<file path="config.mk">
export PLATFORM = sky130hd
export DESIGN_NAME = time_set_ctrl
export DESIGN_NICKNAME = d
export VERILOG_FILES = /design/src/rtl/time_set_pkg.sv /design/src/rtl/tsc_wrap_step.sv /design/src/rtl/time_set_ctrl.sv
export SDC_FILE = /design/constraint.sdc
export NUM_CORES = 1
export LEC_CHECK = 0
export ABC_AREA = 1
export ABC_CLOCK_PERIOD_IN_PS = 6600
export CAP_MARGIN = 20
export CELL_PAD_IN_SITES_DETAIL_PLACEMENT = 0
export CELL_PAD_IN_SITES_GLOBAL_PLACEMENT = 1
export CORE_MARGIN = 2
export CORE_UTILIZATION = 44
export DETAILED_ROUTE_END_ITERATION = 16
export GPL_ROUTABILITY_DRIVEN = 0
export PLACE_DENSITY_LB_ADDON = 0.05
export SLEW_MARGIN = 20
export SYNTH_ARGS = -nofsm -noshare
export SYNTH_HDL_FRONTEND = slang
export SYNTH_SLANG_ARGS = --single-unit
export TNS_END_PERCENT = 100
</file>
<file path="constraint.sdc">
create_clock -name clk -period 6.6 [get_ports clk]
set_input_delay 0.99 -clock clk [delete_from_list [all_inputs] [get_ports clk]]
set_output_delay 0.99 -clock clk [all_outputs]
set_load 0.02 [all_outputs]
</file>
<file path="src/rtl/time_set_pkg.sv">
// time_set_pkg: shared types and constants for the time_set edit sequencer.
//   state_e    - sequencer states (edit per field, commit phases, done)
//   shadow_t   - shadow copy of {mil, hour, min, sec}
//   Field*     - field index constants (0=mil 1=hour 2=min 3=sec)
//   *Min/*Max  - legal ranges for each field, 12h and 24h hour limits
package time_set_pkg;

  typedef enum logic [3:0] {
    StIdle,
    StEMil,
    StEHour,
    StEMin,
    StESec,
    StCSetup,
    StCPulse,
    StCGap,
    StDone
  } state_e;

  typedef struct packed {
    logic [7:0] mil;
    logic [7:0] hour;
    logic [7:0] min;
    logic [7:0] sec;
  } shadow_t;

  localparam logic [1:0] FieldMil  = 2'd0;
  localparam logic [1:0] FieldHour = 2'd1;
  localparam logic [1:0] FieldMin  = 2'd2;
  localparam logic [1:0] FieldSec  = 2'd3;

  localparam logic [7:0] MilMin    = 8'd0;
  localparam logic [7:0] MilMax    = 8'd1;
  localparam logic [7:0] Hour24Min = 8'd0;
  localparam logic [7:0] Hour24Max = 8'd23;
  localparam logic [7:0] Hour12Min = 8'd1;
  localparam logic [7:0] Hour12Max = 8'd12;
  localparam logic [7:0] MsMin     = 8'd0;
  localparam logic [7:0] MsMax     = 8'd59;

  function automatic logic [7:0] get_field(input shadow_t s, input logic [1:0] idx);
    logic [7:0] v;
    unique case (idx)
      FieldMil:  v = s.mil;
      FieldHour: v = s.hour;
      FieldMin:  v = s.min;
      default:   v = s.sec;
    endcase
    return v;
  endfunction

  function automatic shadow_t set_field(input shadow_t s, input logic [1:0] idx,
                                        input logic [7:0] v);
    shadow_t r;
    r = s;
    unique case (idx)
      FieldMil:  r.mil  = v;
      FieldHour: r.hour = v;
      FieldMin:  r.min  = v;
      default:   r.sec  = v;
    endcase
    return r;
  endfunction

  // 24h hour to 12h: midnight becomes 12, afternoon hours drop by 12.
  function automatic logic [7:0] hour_24_to_12(input logic [7:0] h);
    logic [7:0] r;
    if (h == 8'd0) begin
      r = 8'd12;
    end else if (h > 8'd12) begin
      r = h - 8'd12;
    end else begin
      r = h;
    end
    return r;
  endfunction

  // Edit field shown in each edit state; FieldMil outside edit.
  function automatic logic [1:0] state_field(input state_e st);
    logic [1:0] f;
    case (st)
      StEHour: f = FieldHour;
      StEMin:  f = FieldMin;
      StESec:  f = FieldSec;
      default: f = FieldMil;
    endcase
    return f;
  endfunction

endpackage

</file>
<file path="src/rtl/tsc_wrap_step.sv">
// tsc_wrap_step: combinational wrap-around increment/decrement of one field.
//   val  in  8  current value
//   lo   in  8  minimum legal value
//   hi   in  8  maximum legal value
//   inc  in  1  step up (wraps hi -> lo)
//   dec  in  1  step down (wraps lo -> hi)
//   next out 8  stepped value; unchanged when inc == dec
module tsc_wrap_step (
  input  logic [7:0] val,
  input  logic [7:0] lo,
  input  logic [7:0] hi,
  input  logic       inc,
  input  logic       dec,
  output logic [7:0] next
);

  always_comb begin
    next = val;
    if (inc && !dec) begin
      next = (val >= hi) ? lo : val + 8'd1;
    end else if (dec && !inc) begin
      next = (val <= lo) ? hi : val - 8'd1;
    end
  end

endmodule

</file>
<file path="src/rtl/time_set_ctrl.sv">
// time_set_ctrl: edit sequencer for the time_set field registers.
// Loads a sanitised shadow of the live time, lets the operator step each field
// with wrap-around inc/dec, then commits mil, hour, minute, second over a shared
// data bus with one registered load strobe per field.
//   clk, rst_n     clock / async active-low reset
//   cur_time  in   live time {mil, hour, min, sec}
//   btn_*     in   1-cycle button pulses (edit/advance, inc, dec, cancel)
//   time_in   out  commit data bus
//   set_*     out  per-field load strobes (rising edge loads downstream)
//   editing, edit_field, edit_val  out  edit status for display
//   busy, done     out  commit in progress / commit finished pulse
module time_set_ctrl
  import time_set_pkg::*;
#(
  parameter logic [7:0]  HOUR_RST = 8'd12,
  parameter int unsigned CMT_GAP  = 1
) (
  input  logic        clk,
  input  logic        rst_n,
  input  logic [31:0] cur_time,
  input  logic        btn_edit,
  input  logic        btn_inc,
  input  logic        btn_dec,
  input  logic        btn_cancel,
  output logic [7:0]  time_in,
  output logic        set_mil,
  output logic        set_hour,
  output logic        set_minute,
  output logic        set_second,
  output logic        editing,
  output logic [1:0]  edit_field,
  output logic [7:0]  edit_val,
  output logic        busy,
  output logic        done
);

  localparam logic [1:0] GapLast = 2'(CMT_GAP - 1);

  state_e     state_q, state_d;
  shadow_t    shadow_q, shadow_d;
  logic [1:0] cfield_q, cfield_d;
  logic [1:0] gap_q, gap_d;

  shadow_t    load_val;
  logic [1:0] edit_idx;
  logic [7:0] fld_val, fld_lo, fld_hi, step_val;

  logic [7:0] time_in_d;
  logic       set_mil_d, set_hour_d, set_minute_d, set_second_d;
  logic       editing_d, busy_d, done_d;
  logic [1:0] edit_field_d;
  logic [7:0] edit_val_d;

  // Sanitise the live time; hour legality depends on the already-fixed mil.
  always_comb begin
    load_val.mil  = (cur_time[31:24] > MilMax) ? MilMax : cur_time[31:24];
    load_val.hour = cur_time[23:16];
    if (load_val.mil == MilMax) begin
      if (cur_time[23:16] > Hour24Max) load_val.hour = Hour24Min;
    end else begin
      if (cur_time[23:16] < Hour12Min || cur_time[23:16] > Hour12Max) begin
        load_val.hour = HOUR_RST;
      end
    end
    load_val.min = (cur_time[15:8] > MsMax) ? MsMin : cur_time[15:8];
    load_val.sec = (cur_time[7:0] > MsMax) ? MsMin : cur_time[7:0];
  end

  // Single shared stepper, ranges muxed by the field being edited.
  always_comb begin
    edit_idx = state_field(state_q);
    fld_val  = get_field(shadow_q, edit_idx);
    unique case (edit_idx)
      FieldMil: begin
        fld_lo = MilMin;
        fld_hi = MilMax;
      end
      FieldHour: begin
        fld_lo = (shadow_q.mil == MilMax) ? Hour24Min : Hour12Min;
        fld_hi = (shadow_q.mil == MilMax) ? Hour24Max : Hour12Max;
      end
      default: begin
        fld_lo = MsMin;
        fld_hi = MsMax;
      end
    endcase
  end

  tsc_wrap_step u_step (
    .val  (fld_val),
    .lo   (fld_lo),
    .hi   (fld_hi),
    .inc  (btn_inc),
    .dec  (btn_dec),
    .next (step_val)
  );

  // Next state, shadow and commit sequencer.
  always_comb begin
    state_d  = state_q;
    shadow_d = shadow_q;
    cfield_d = cfield_q;
    gap_d    = gap_q;

    case (state_q)
      StIdle: begin
        if (btn_edit) begin
          shadow_d = load_val;
          state_d  = StEMil;
        end
      end

      StEMil, StEHour, StEMin, StESec: begin
        if (btn_cancel) begin
          state_d = StIdle;
        end else if (btn_edit) begin
          case (state_q)
            StEMil:  state_d = StEHour;
            StEHour: state_d = StEMin;
            StEMin:  state_d = StESec;
            default: begin
              state_d  = StCSetup;
              cfield_d = FieldMil;
              gap_d    = '0;
            end
          endcase
        end else if (btn_inc ^ btn_dec) begin
          shadow_d = set_field(shadow_q, edit_idx, step_val);
          // Leaving 24h mode folds the hour into 12h range in the same cycle.
          if (edit_idx == FieldMil && shadow_q.mil == MilMax && step_val == MilMin) begin
            shadow_d.hour = hour_24_to_12(shadow_q.hour);
          end
        end
      end

      StCSetup: state_d = StCPulse;

      StCPulse: begin
        if (CMT_GAP != 0) begin
          state_d = StCGap;
          gap_d   = '0;
        end else if (cfield_q == FieldSec) begin
          state_d = StDone;
        end else begin
          cfield_d = cfield_q + 2'd1;
          state_d  = StCSetup;
        end
      end

      StCGap: begin
        if (gap_q == GapLast) begin
          if (cfield_q == FieldSec) begin
            state_d = StDone;
          end else begin
            cfield_d = cfield_q + 2'd1;
            state_d  = StCSetup;
          end
        end else begin
          gap_d = gap_q + 2'd1;
        end
      end

      StDone:  state_d = StIdle;

      default: state_d = StIdle;
    endcase
  end

  // Outputs decoded from next state so the registers present them in that state.
  always_comb begin
    editing_d    = (state_d == StEMil) || (state_d == StEHour) ||
                   (state_d == StEMin) || (state_d == StESec);
    busy_d       = (state_d == StCSetup) || (state_d == StCPulse) || (state_d == StCGap);
    done_d       = (state_d == StDone);
    edit_field_d = editing_d ? state_field(state_d) : 2'd0;
    edit_val_d   = editing_d ? get_field(shadow_d, state_field(state_d)) : 8'd0;
    // Bus held through DONE so the last load sees stable data after its edge.
    time_in_d    = (busy_d || done_d) ? get_field(shadow_d, cfield_d) : 8'd0;
    set_mil_d    = (state_d == StCPulse) && (cfield_d == FieldMil);
    set_hour_d   = (state_d == StCPulse) && (cfield_d == FieldHour);
    set_minute_d = (state_d == StCPulse) && (cfield_d == FieldMin);
    set_second_d = (state_d == StCPulse) && (cfield_d == FieldSec);
  end

  always_ff @(posedge clk or negedge rst_n) begin
    if (!rst_n) begin
      state_q    <= StIdle;
      shadow_q   <= '0;
      cfield_q   <= '0;
      gap_q      <= '0;
      time_in    <= '0;
      set_mil    <= 1'b0;
      set_hour   <= 1'b0;
      set_minute <= 1'b0;
      set_second <= 1'b0;
      editing    <= 1'b0;
      edit_field <= '0;
      edit_val   <= '0;
      busy       <= 1'b0;
      done       <= 1'b0;
    end else begin
      state_q    <= state_d;
      shadow_q   <= shadow_d;
      cfield_q   <= cfield_d;
      gap_q      <= gap_d;
      time_in    <= time_in_d;
      set_mil    <= set_mil_d;
      set_hour   <= set_hour_d;
      set_minute <= set_minute_d;
      set_second <= set_second_d;
      editing    <= editing_d;
      edit_field <= edit_field_d;
      edit_val   <= edit_val_d;
      busy       <= busy_d;
      done       <= done_d;
    end
  end

endmodule

</file>
==> impl_metrics.sql, run 1 <==
INSERT INTO impl_metrics (metric_group, metric, value, unit) VALUES
('outcome', 'status', 'finished, violations left', ''),
('outcome', 'violations', 'DRC', ''),
('worst_hold_path', 'timing.hold.worst.class', 'register to register', ''),
('sta', 'fin_tns_setup', '0', 'ps'),
('critical_path', 'ff2ff_setup_slack', '2560', 'ps'),
('cts', 'postCtsResizedCells', '0', ''),
('floorplanning', 'core', '11500', 'sq um'),
('final_layout', 'post-route-cell-area', '6270', 'sq um'),
('job', 'drv.max_cap_violation_count', '0', ''),
('sta', 'achievable-frequency', '230', 'MHz'),
('worst_hold_path', 'holdCritStartpoint', 'gap_q[0]', ''),
('critical_path', 'criticalPathCategory', 'input pin to register', ''),
('drt', 'routed_wirelength', '17700', 'um'),
('cts', 'hold_buffers', '0', ''),
('global_routing', 'grt_overflow', '0', ''),
('global_routing', 'largest_net_degree_at_the_start_of_global_routing', '66', ''),
('pwr', 'vdd_drop_max', '0.285', 'mV'),
('final_layout', 'num_antenna_cells', '0', ''),
('place', 'detailedPlacementHpwl', '13700', 'um'),
('place', 'post-place-cells', '948', ''),
('sta', 'rsz0062_at_grt', 'no', ''),
('drt', 'drt-vias-per-instance', '5.68', ''),
('worst_hold_path', 'timing.hold.worst_endpoint', 'gap_q[0]', ''),
('drt', 'route.vias.total', '5477', ''),
('cts', 'cts_tree', 'built', ''),
('synth', 'syn_area', '5240', 'sq um'),
('critical_path', 'critical_path.startpoint_type', 'input pin', ''),
('synth', 'synthesis.instances', '758', ''),
('critical_path', 'worstReg2RegEnd', 'edit_val[1]', ''),
('pwr', 'static-leakage-power', '0.00301', 'uW'),
('critical_path', 'setup.worst_path.start', 'btn_inc', ''),
('synth', 'mapped_avg_cell_area', '6.92', 'sq um'),
('drt', 'ant_nets', '0', ''),
('critical_path', 'endpoint_type_of_the_worst_setup_path', 'register', ''),
('synth', 'post_synth_num_cell_types', '52', ''),
('cts', 'cts_buffer_depth', '2', ''),
('drt', 'number_of_drc_markers_after_the_initial_detailed_route_iteration', '597', ''),
('floorplanning', 'floorplan.initialDensity', '45.5', '%'),
('place', 'io_buffers', '62', ''),
('cts', 'clk_transition_reported_paths', '60', 'ps'),
('final_layout', 'nNetsFinal', '864', ''),
('synth', 'synth.ff_latch_count', '65', ''),
('pwr', 'power_per_cell_area', '532', 'nW/um^2'),
('global_routing', 'antenna_found_initial', '0', ''),
('drt', 'drc', '1', ''),
('cts', 'htree_levels', '3', ''),
('sta', 'finalCritPeriodShare', '66.0', '%'),
('sta', 'timing.final.crit_period', '4360', 'ps'),
('final_layout', 'areaGrowthSynthToFinish', '19.6', '%'),
('global_routing', 'grtUsageTotal', '28.8', '%'),
('worst_hold_path', 'min_delay_path_depth', '1', ''),
('global_routing', 'first_global_vias', '5419', ''),
('sta', 'timing.final.ws_setup', '2240', 'ps'),
('cts', 'numCtsBuffers', '9', ''),
('critical_path', 'crit_path_max_fanout', '10', ''),
('final_layout', 'drive_above_1_share', '12.5', '%'),
('place', 'post-place-ws', '2120', 'ps'),
('floorplanning', 'floorplan.die_area', '12800', 'sq um'),
('final_layout', 'post_route_insts_no_fill', '964', ''),
('floorplanning', 'fp-row-count', '39', ''),
('drt', 'drt-pass1-iter-count', '11', ''),
('floorplanning', 'die_width', '113', 'um'),
('sta', 'clock_skew', '5.65', 'ps'),
('sta', 'report.final.slew_viol_count', '0', ''),
('synth', 'ys.flop_type', 'sky130_fd_sc_hd__dfrtp_1', ''),
('synth', 'synth_enable_flop_cells', '0', ''),
('floorplanning', 'die-height', '113', 'um'),
('pwr', 'power.total', '3340', 'uW'),
('sta', 'slew-limit-headroom', '43.7', '%'),
('critical_path', 'crit_arrival', '4570', 'ps'),
('drt', 'wire_per_inst', '18.3', 'um');
kinds of logic (layout without fill, tap and decap cells):
family                   after synthesis  count (layout)  synth area share, %
AND/OR/NAND/NOR                      403             403                 37.8
AO/OA/AOI/OAI                        156             156                 18.6
buffers and inverters                117             180                 9.02
flip-flops                            65              65                 31.0
adder cells (fa/ha/maj)               10              10                 2.39
XOR/XNOR                               7               7                 1.17
synth_stat cells, drive strengths merged, types with 5 or more instances:
cell	count	share of area (%)
clkbuf	8	0.57
nand2	208	17
o22ai	7	0.84
nand4	17	2.4
a31oi	8	0.95
xor2	5	0.84
o211ai	12	1.7
nor2	94	9.0
ha	10	2.4
a21oi	40	5.0
inv	95	6.8
nand3	77	8.6
o21ai	67	6.5
buf	10	1.3
dfrtp	65	31
layer usage:
metal / vias to the layer above / track usage, % / part of all wire [%] / wire length [um]
met5: - / 0 / 0 / 0
met4: 0 / 10.9 / 2.6 / 456
met3: 36 / 3.43 / 6.0 / 1060
met2: 218 / 46.9 / 47 / 8330
met1: 2579 / 39.4 / 44 / 7810
li1: 2644 / - / - / -
through the flow:
stage | hold WS [ps] | utilization (%)
2_1_floorplan | 457 | -
3_3_place_gp | 476 | 51.7
3_5_place_dp | 485 | 51.7
4_1_cts | 493 | 54.5
5_1_grt | 538 | 54.5
6_report | 485 | 54.5
layout by cell type, fill, tap and decap left out, types with 12 or more instances in the layout:
master and count:
sky130_fd_sc_hd__nand2_2 25, sky130_fd_sc_hd__inv_2 13, sky130_fd_sc_hd__o211ai_1 12, sky130_fd_sc_hd__a21oi_2 13, sky130_fd_sc_hd__nor2_1 79, sky130_fd_sc_hd__nand2_1 178, sky130_fd_sc_hd__a21oi_1 26, sky130_fd_sc_hd__clkdlybuf4s50_1 61
sky130_fd_sc_hd__nand3_1 70, sky130_fd_sc_hd__inv_1 82, sky130_fd_sc_hd__o21ai_0 59, sky130_fd_sc_hd__nand4_1 15, sky130_fd_sc_hd__dfrtp_1 65
worst max-delay path by stage:
stage,to,slack [ps],depth (start not counted)
floorplan,edit_val[2],3400,12
global placement,edit_val[2],2060,13
detailed placement,edit_val[2],2120,13
CTS,time_in[1],2390,12
global route,edit_val[1],2020,13
finish,edit_val[1],2240,13
flip-flops by register name, indices dropped and copies added (netlist names):
signal,count
shadow_q,32
edit_val,8
time_in,8
state_q,4
cfield_q,2
edit_field,2
gap_q,2
busy,1
done,1
editing,1
set_hour,1
set_mil,1
set_minute,1
set_second,1
power by group:
group	total (uW)	leakage [uW]	switching, uW	internal (uW)
sequential	614	0.000880	103	511
combinational	2210	0.00198	1540	674
clock	512	0.000146	182	330
total	3340	0.00301	1830	1510
worst max-delay path, stage by stage:
cell                              delay (ps)
sky130_fd_sc_hd__clkdlybuf4s50_1         480
sky130_fd_sc_hd__inv_1                    50
sky130_fd_sc_hd__ha_1                    340
sky130_fd_sc_hd__nor3_4                  340
sky130_fd_sc_hd__clkinv_1                390
sky130_fd_sc_hd__nor2_1                  620
sky130_fd_sc_hd__inv_1                   320
sky130_fd_sc_hd__o21ai_0                 240
sky130_fd_sc_hd__o21ai_0                 270
sky130_fd_sc_hd__a21oi_1                 220
sky130_fd_sc_hd__nand3_1                 130
sky130_fd_sc_hd__o211ai_1                110
sky130_fd_sc_hd__inv_1                    70
cell type report:
cell class	instances	area, sq um
fill	1140	5240
multi-input combinational	576	3140
sequential	65	1630
timing repair buffer	65	638
inverter	99	373
clock buffer	11	233
tap	143	179
clock inverter	5	80.1
Note: power is estimated with default switching activity, not from simulation.
==> inputs of run 2 (changes only) <==
- ABC_CLOCK_PERIOD_IN_PS: 6600 -> 4400
- CORE_UTILIZATION: 44 -> 41
- clock period: 6.6 -> 4.4 ns (I/O delays scaled with it)
==> impl_metrics.sql, run 2 (synthesis gave the netlist of run 1 again) <==
INSERT INTO impl_metrics (metric_group, metric, value, unit) VALUES
('final_layout', 'num_antenna_cells', '0', ''),
('drt', 'route.vias.total', '5408', ''),
('cts', 'clk_latency', '330', 'ps'),
('floorplanning', 'floorplan.die_area', '13700', 'sq um'),
('cts', 'numCtsBuffers', '9', ''),
('drt', 'number_of_drc_markers_after_the_initial_detailed_route_iteration', '424', ''),
('final_layout', 'largest_reg_flops', '32', ''),
('sta', 'achievable-frequency', '271', 'MHz'),
('drt', 'routed_wirelength', '17600', 'um'),
('place', 'io_buffers', '62', ''),
('global_routing', 'grt_first_pass_wirelength', '27600', 'um'),
('drt', 'wire_per_inst', '17.5', 'um'),
('final_layout', 'registers_with_the_highest_flip_flop_counts', 'shadow_q: 32 flops, edit_val: 8 flops, time_in: 8 flops', ''),
('drt', 'ant_nets', '0', ''),
('cts', 'hold_buffers', '0', ''),
('place', 'post-place-ws', '534', 'ps'),
('sta', 'slew-limit-headroom', '54.2', '%'),
('sta', 'hold_slack_final', '360', 'ps'),
('sta', 'worst_slew_pin_slew', '686', 'ps'),
('final_layout', 'areaGrowthSynthToFinish', '21.8', '%'),
('job', 'drv.max_cap_violation_count', '0', ''),
('critical_path', 'crit_path_max_fanout', '12', ''),
('global_routing', 'grtUsageTotal', '26.8', '%'),
('cts', 'root_buffer', 'sky130_fd_sc_hd__clkbuf_16', ''),
('sta', 'report.final.slew_viol_count', '0', ''),
('sta', 'rsz0062_at_grt', 'no', ''),
('floorplanning', 'die-height', '117', 'um'),
('cts', 'htree_levels', '3', ''),
('final_layout', 'drive_above_1_share', '13.9', '%'),
('sta', 'clock_skew', '4.67', 'ps'),
('outcome', 'status', 'finished, final reports clean', ''),
('pwr', 'vdd_drop_max', '0.275', 'mV'),
('cts', 'cts_tree', 'built', ''),
('place', 'detailedPlacementHpwl', '14100', 'um'),
('critical_path', 'crit_arrival', '3960', 'ps'),
('critical_path', 'cp_data_required_time', '4660', 'ps'),
('critical_path', 'criticalPathCategory', 'register to register', ''),
('global_routing', 'first_global_vias', '5162', ''),
('final_layout', 'mostFrequentLayoutCells', 'sky130_fd_sc_hd__nand2_1, sky130_fd_sc_hd__inv_1, sky130_fd_sc_hd__nor2_1, sky130_fd_sc_hd__nand3_1, sky130_fd_sc_hd__dfrtp_1', ''),
('cts', 'postCtsResizedCells', '0', ''),
('cts', 'cts_buffer_depth', '2', ''),
('final_layout', 'nNetsFinal', '875', ''),
('drt', 'drt-vias-per-instance', '5.39', ''),
('pwr', 'power.total', '5030', 'uW'),
('critical_path', 'endpoint_type_of_the_worst_setup_path', 'register', ''),
('floorplanning', 'floorplan.initialDensity', '41.7', '%'),
('drt', 'dr.max_layer_used', 'met4', ''),
('final_layout', 'max_flop_register', 'shadow_q', ''),
('final_layout', 'utilization', '50.8', '%'),
('floorplanning', 'core', '12600', 'sq um'),
('drt', 'route.met3.wl', '976', 'um'),
('sta', 'timing.final.crit_period', '3690', 'ps'),
('worst_hold_path', 'timing.hold.worst.class', 'input pin to async pin', ''),
('floorplanning', 'die_width', '117', 'um'),
('sta', 'timing.final.ws_setup', '706', 'ps'),
('cts', 'cts.repair_timing.setup_buffer_count', '0', ''),
('global_routing', 'largest_net_degree_at_the_start_of_global_routing', '36', ''),
('sta', 'fin_tns_setup', '0', 'ps'),
('cts', 'tritoncts_num_sinks', '65', ''),
('global_routing', 'antenna_found_initial', '0', ''),
('pwr', 'power_per_cell_area', '788', 'nW/um^2'),
('drt', 'wl_met1', '7910', 'um'),
('final_layout', 'layout_commonest_cell', 'sky130_fd_sc_hd__nand2_1', ''),
('sta', 'timing_hold_violations_final', '0', ''),
('drt', 'drc', '0', ''),
('critical_path', 'critical_path.startpoint_type', 'register', ''),
('drt', 'met2WireLength', '8320', 'um'),
('floorplanning', 'fp-row-count', '41', ''),
('sta', 'finalCritPeriodShare', '83.9', '%'),
('global_routing', 'grt_overflow', '0', ''),
('drt', 'drt-pass1-iter-count', '5', ''),
('floorplanning', 'io-pin-count', '63', ''),
('cts', 'clk_transition_reported_paths', '60', 'ps'),
('sta', 'setup-violations-final', '0', ''),
('pwr', 'static-leakage-power', '0.00306', 'uW'),
('final_layout', 'num-fill-cells', '1261', ''),
('critical_path', 'ff2ff_setup_slack', '710', 'ps');
[run 2: layer usage]
layer	GRT usage, %	up-vias
li1	-	2665
met1	36.5	2573
met2	44.4	151
met3	3.86	19
met4	7.84	0
met5	0	-
[run 2: cell type report]
class                           count  area [sq um]  share of cell area, %
Clock inverter                      6          66.3                   1.04
Tap cell                          172           215                   3.37
Timing Repair Buffer               76           721                   11.3
Inverter                           99           373                   5.84
Multi-Input combinational cell    576          3140                   49.2
Clock buffer                       10           239                   3.74
Sequential cell                    65          1630                   25.5
[run 2: worst max-delay path: stages (launching register included)]
cell and delay, ps:
sky130_fd_sc_hd__dfrtp_1 460, sky130_fd_sc_hd__inv_2 100, sky130_fd_sc_hd__nand2_2 90, sky130_fd_sc_hd__nor2_4 350, sky130_fd_sc_hd__nor2_8 90, sky130_fd_sc_hd__nand3_1 80
sky130_fd_sc_hd__nand2_1 90, sky130_fd_sc_hd__nand2_2 120, sky130_fd_sc_hd__inv_1 110, sky130_fd_sc_hd__ha_1 330, sky130_fd_sc_hd__a211oi_4 400, sky130_fd_sc_hd__nand3_1 140
sky130_fd_sc_hd__nand3_1 140, sky130_fd_sc_hd__nand2_2 160, sky130_fd_sc_hd__nor2_8 200, sky130_fd_sc_hd__nand2_4 80, sky130_fd_sc_hd__nand2_1 60, sky130_fd_sc_hd__nand3_1 100
sky130_fd_sc_hd__nand2_1 80, sky130_fd_sc_hd__nand2_1 60, sky130_fd_sc_hd__nand2_2 170, sky130_fd_sc_hd__nand2_1 100, sky130_fd_sc_hd__a21oi_2 130
[run 2: where the power goes]
| group | leakage [uW] | internal, uW | total (uW) | switching, uW |
|---|---|---|---|---|
| sequential | 0.000880 | 766 | 914 | 148 |
| clock | 0.000141 | 455 | 736 | 282 |
| combinational | 0.00204 | 1060 | 3380 | 2320 |
[run 2: path summary, 6_finish.rpt]
kind | startpoint | to | cells past startpoint
max | state_q[0] | edit_val[3] | 22
min | rst_n | edit_field[1] | 1
max reg2reg | state_q[0] | edit_val[3] | 22
min reg2reg | gap_q[0] | gap_q[0] | 1
max in group asynchronous | rst_n | shadow_q[17] | 2
min in group clk | gap_q[0] | gap_q[0] | 1
[run 2: per-stage QoR]
| step | std cells | cell area [sq um] |
|---|---|---|
| 6_report | 1004 | 6380 |
| 5_1_grt | 1004 | 6380 |
| 4_1_cts | 1004 | 6380 |
| 3_5_place_dp | 988 | 6080 |
| 3_3_place_gp | 988 | 6080 |
| 2_1_floorplan | 758 | 5240 |
==> inputs of run 3 (changes only) <==
- ABC_CLOCK_PERIOD_IN_PS: 4400 -> 3390
- CORE_UTILIZATION: 41 -> 37
- clock period: 4.4 -> 3.39 ns (I/O delays scaled with it)
==> impl_metrics.sql, run 3 (synthesis gave the netlist of run 1 again) <==
INSERT INTO impl_metrics (metric_group, metric, value, unit) VALUES
('floorplanning', 'die-height', '123', 'um'),
('job', 'drv.max_cap_violation_count', '0', ''),
('final_layout', 'largest_reg_flops', '32', ''),
('final_layout', 'layout_commonest_cell', 'sky130_fd_sc_hd__nand2_1', ''),
('drt', 'drt-vias-per-instance', '5.47', ''),
('sta', 'hold_slack_final', '267', 'ps'),
('final_layout', 'nNetsFinal', '922', ''),
('pwr', 'vdd_drop_max', '0.409', 'mV'),
('floorplanning', 'floorplan.initialDensity', '37.8', '%'),
('drt', 'wire_per_inst', '19.0', 'um'),
('critical_path', 'critical_path.startpoint_type', 'register', ''),
('sta', 'timing_hold_violations_final', '0', ''),
('floorplanning', 'die_width', '123', 'um'),
('sta', 'timing.final.crit_period', '3230', 'ps'),
('final_layout', 'num-fill-cells', '1425', ''),
('final_layout', 'max_flop_register', 'shadow_q', ''),
('cts', 'hold_buffers', '0', ''),
('final_layout', 'final-seq-area', '1630', 'sq um'),
('sta', 'setup-violations-final', '0', ''),
('global_routing', 'gr-usage-met3', '3.83', '%'),
('final_layout', 'areaGrowthSynthToFinish', '31.9', '%'),
('critical_path', 'cp_data_required_time', '3640', 'ps'),
('worst_hold_path', 'timing.hold.worst.class', 'input pin to async pin', ''),
('global_routing', 'first_global_vias', '5523', ''),
('final_layout', 'registers_with_the_highest_flip_flop_counts', 'shadow_q: 32 flops, edit_val: 8 flops, time_in: 8 flops', ''),
('floorplanning', 'io-pin-count', '63', ''),
('final_layout', 'multiInputGateArea', '3270', 'sq um'),
('floorplanning', 'fp-row-count', '43', ''),
('drt', 'routed_wirelength', '20200', 'um'),
('critical_path', 'endpoint_type_of_the_worst_setup_path', 'register', ''),
('sta', 'report.final.slew_viol_count', '0', ''),
('drt', 'number_of_drc_markers_after_the_initial_detailed_route_iteration', '584', ''),
('final_layout', 'num_antenna_cells', '0', ''),
('cts', 'cts_tree', 'built', ''),
('global_routing', 'grtUsageTotal', '27.4', '%'),
('critical_path', 'timing.critical_path.slowest_stage_cell', 'sky130_fd_sc_hd__dfrtp_2', ''),
('floorplanning', 'core', '13900', 'sq um'),
('drt', 'drt-pass1-iter-count', '5', ''),
('sta', 'achievable-frequency', '310', 'MHz'),
('pwr', 'power_per_cell_area', '1050', 'nW/um^2'),
('cts', 'clk_latency', '330', 'ps'),
('critical_path', 'criticalPathCategory', 'register to register', ''),
('global_routing', 'globalRouteMet1Util', '39.7', '%'),
('global_routing', 'largest_net_degree_at_the_start_of_global_routing', '34', ''),
('critical_path', 'crit_path_max_fanout', '8', ''),
('sta', 'rsz0062_at_grt', 'yes', ''),
('final_layout', 'drive_above_1_share', '20.4', '%'),
('cts', 'htree_levels', '3', ''),
('critical_path', 'crit_path_max_incr_delay', '480', 'ps'),
('floorplanning', 'floorplan.die_area', '15100', 'sq um'),
('pwr', 'power.total', '7260', 'uW'),
('sta', 'finalCritPeriodShare', '95.2', '%'),
('place', 'io_buffers', '62', ''),
('drt', 'route.vias.total', '5791', ''),
('sta', 'worst_slew_pin_slew', '813', 'ps'),
('drt', 'drc', '0', ''),
('cts', 'tritoncts_num_sinks', '65', ''),
('cts', 'clk_transition_reported_paths', '60', 'ps'),
('cts', 'cts_buffer_depth', '2', ''),
('cts', 'numCtsBuffers', '9', ''),
('global_routing', 'grt_first_pass_wirelength', '31100', 'um'),
('global_routing', 'use_met2', '42.3', '%'),
('global_routing', 'globalRoute.busiestLayer', 'met2', ''),
('sta', 'clock_skew', '9.02', 'ps'),
('final_layout', 'post_route_insts_no_fill', '1059', ''),
('outcome', 'status', 'finished, final reports clean', ''),
('drt', 'ant_nets', '0', ''),
('critical_path', 'crit_arrival', '3480', 'ps'),
('global_routing', 'antenna_found_initial', '0', ''),
('sta', 'slew-limit-headroom', '45.8', '%'),
('critical_path', 'timing.critical_path.cells', 'inv_2 -> nand2_2 -> nor2_4 -> nor2_8 -> nand3_1 -> nand2_1 -> nand2_2 -> inv_4 -> ha_1 -> a211oi_4 -> buf_4 -> nand3_1 -> nand2_1 -> inv_2 -> nand3_4 -> nor2_8 -> nand3_1 -> nand3_1 -> nand2_1 -> nand2_1 -> nand2_2 -> nand2_2 -> a21oi_2', ''),
('cts', 'root_buffer', 'sky130_fd_sc_hd__clkbuf_16', ''),
('final_layout', 'mostFrequentLayoutCells', 'sky130_fd_sc_hd__nand2_1, sky130_fd_sc_hd__inv_1, sky130_fd_sc_hd__nor2_1, sky130_fd_sc_hd__nand3_1, sky130_fd_sc_hd__dfrtp_1', ''),
('global_routing', 'grt_overflow', '0', ''),
('pwr', 'static-leakage-power', '0.00334', 'uW'),
('place', 'post-place-cells', '1026', ''),
('place', 'detailedPlacementHpwl', '15900', 'um');
-- run 3: area by class of cell --
type / instances / share of cell area [%]
Clock inverter: 3 / 0.579
Multi-Input combinational cell: 576 / 47.2
Tap cell: 180 / 3.26
Clock buffer: 13 / 3.62
Sequential cell: 65 / 23.6
Inverter: 99 / 5.45
Timing Repair Buffer: 123 / 16.3
-- run 3: layer usage --
| metal | share of wire [%] | wire, um |
|---|---|---|
| met1 | 47 | 9450 |
| met2 | 44 | 8900 |
| met3 | 6.3 | 1270 |
| met4 | 2.6 | 524 |
| met5 | 0 | 0 |
-- run 3: worst paths after layout --
check,to,startpoint,slack [ps],depth (start not counted)
min in group clk,gap_q[0],gap_q[0],490,1
max in group asynchronous,shadow_q[3],rst_n,2450,2
min,time_in[7],rst_n,270,1
max reg2reg,time_in[4],state_q[0],160,23
min reg2reg,gap_q[0],gap_q[0],490,1
max,time_in[4],state_q[0],160,23
-- run 3: critical path, delay by kind of cell, from the launching register on --
family	cells	cell delay, ps
compound gates	2	530
flops	1	480
buf+inv	4	400
simple gates	16	1510
fa+ha+maj	1	230
-- run 3: repair_timing --
action                                  4_1_cts  5_1_grt
endpoints found under the setup margin        0       18
buffers inserted                              0       16
resized for setup                             0       38
hold endpoints to repair                      0        0
-- run 3: metrics by stage --
stage	area [sq um]	utilization (%)	worst slack (ps)	TNS (ps)
after global placement	6330	45.6	89.2	0
final	6920	49.8	164	0
after detailed placement	6330	45.6	85.4	0
after global routing	6920	49.8	-49.5	-354
after floorplan	5240	-	476	0
after CTS	6620	47.7	68.2	0
-- run 3: report_power, final --
group	internal (uW)	switching [uW]
logic	1790	3340
clock network	588	338
registers	997	211
total	3370	3890
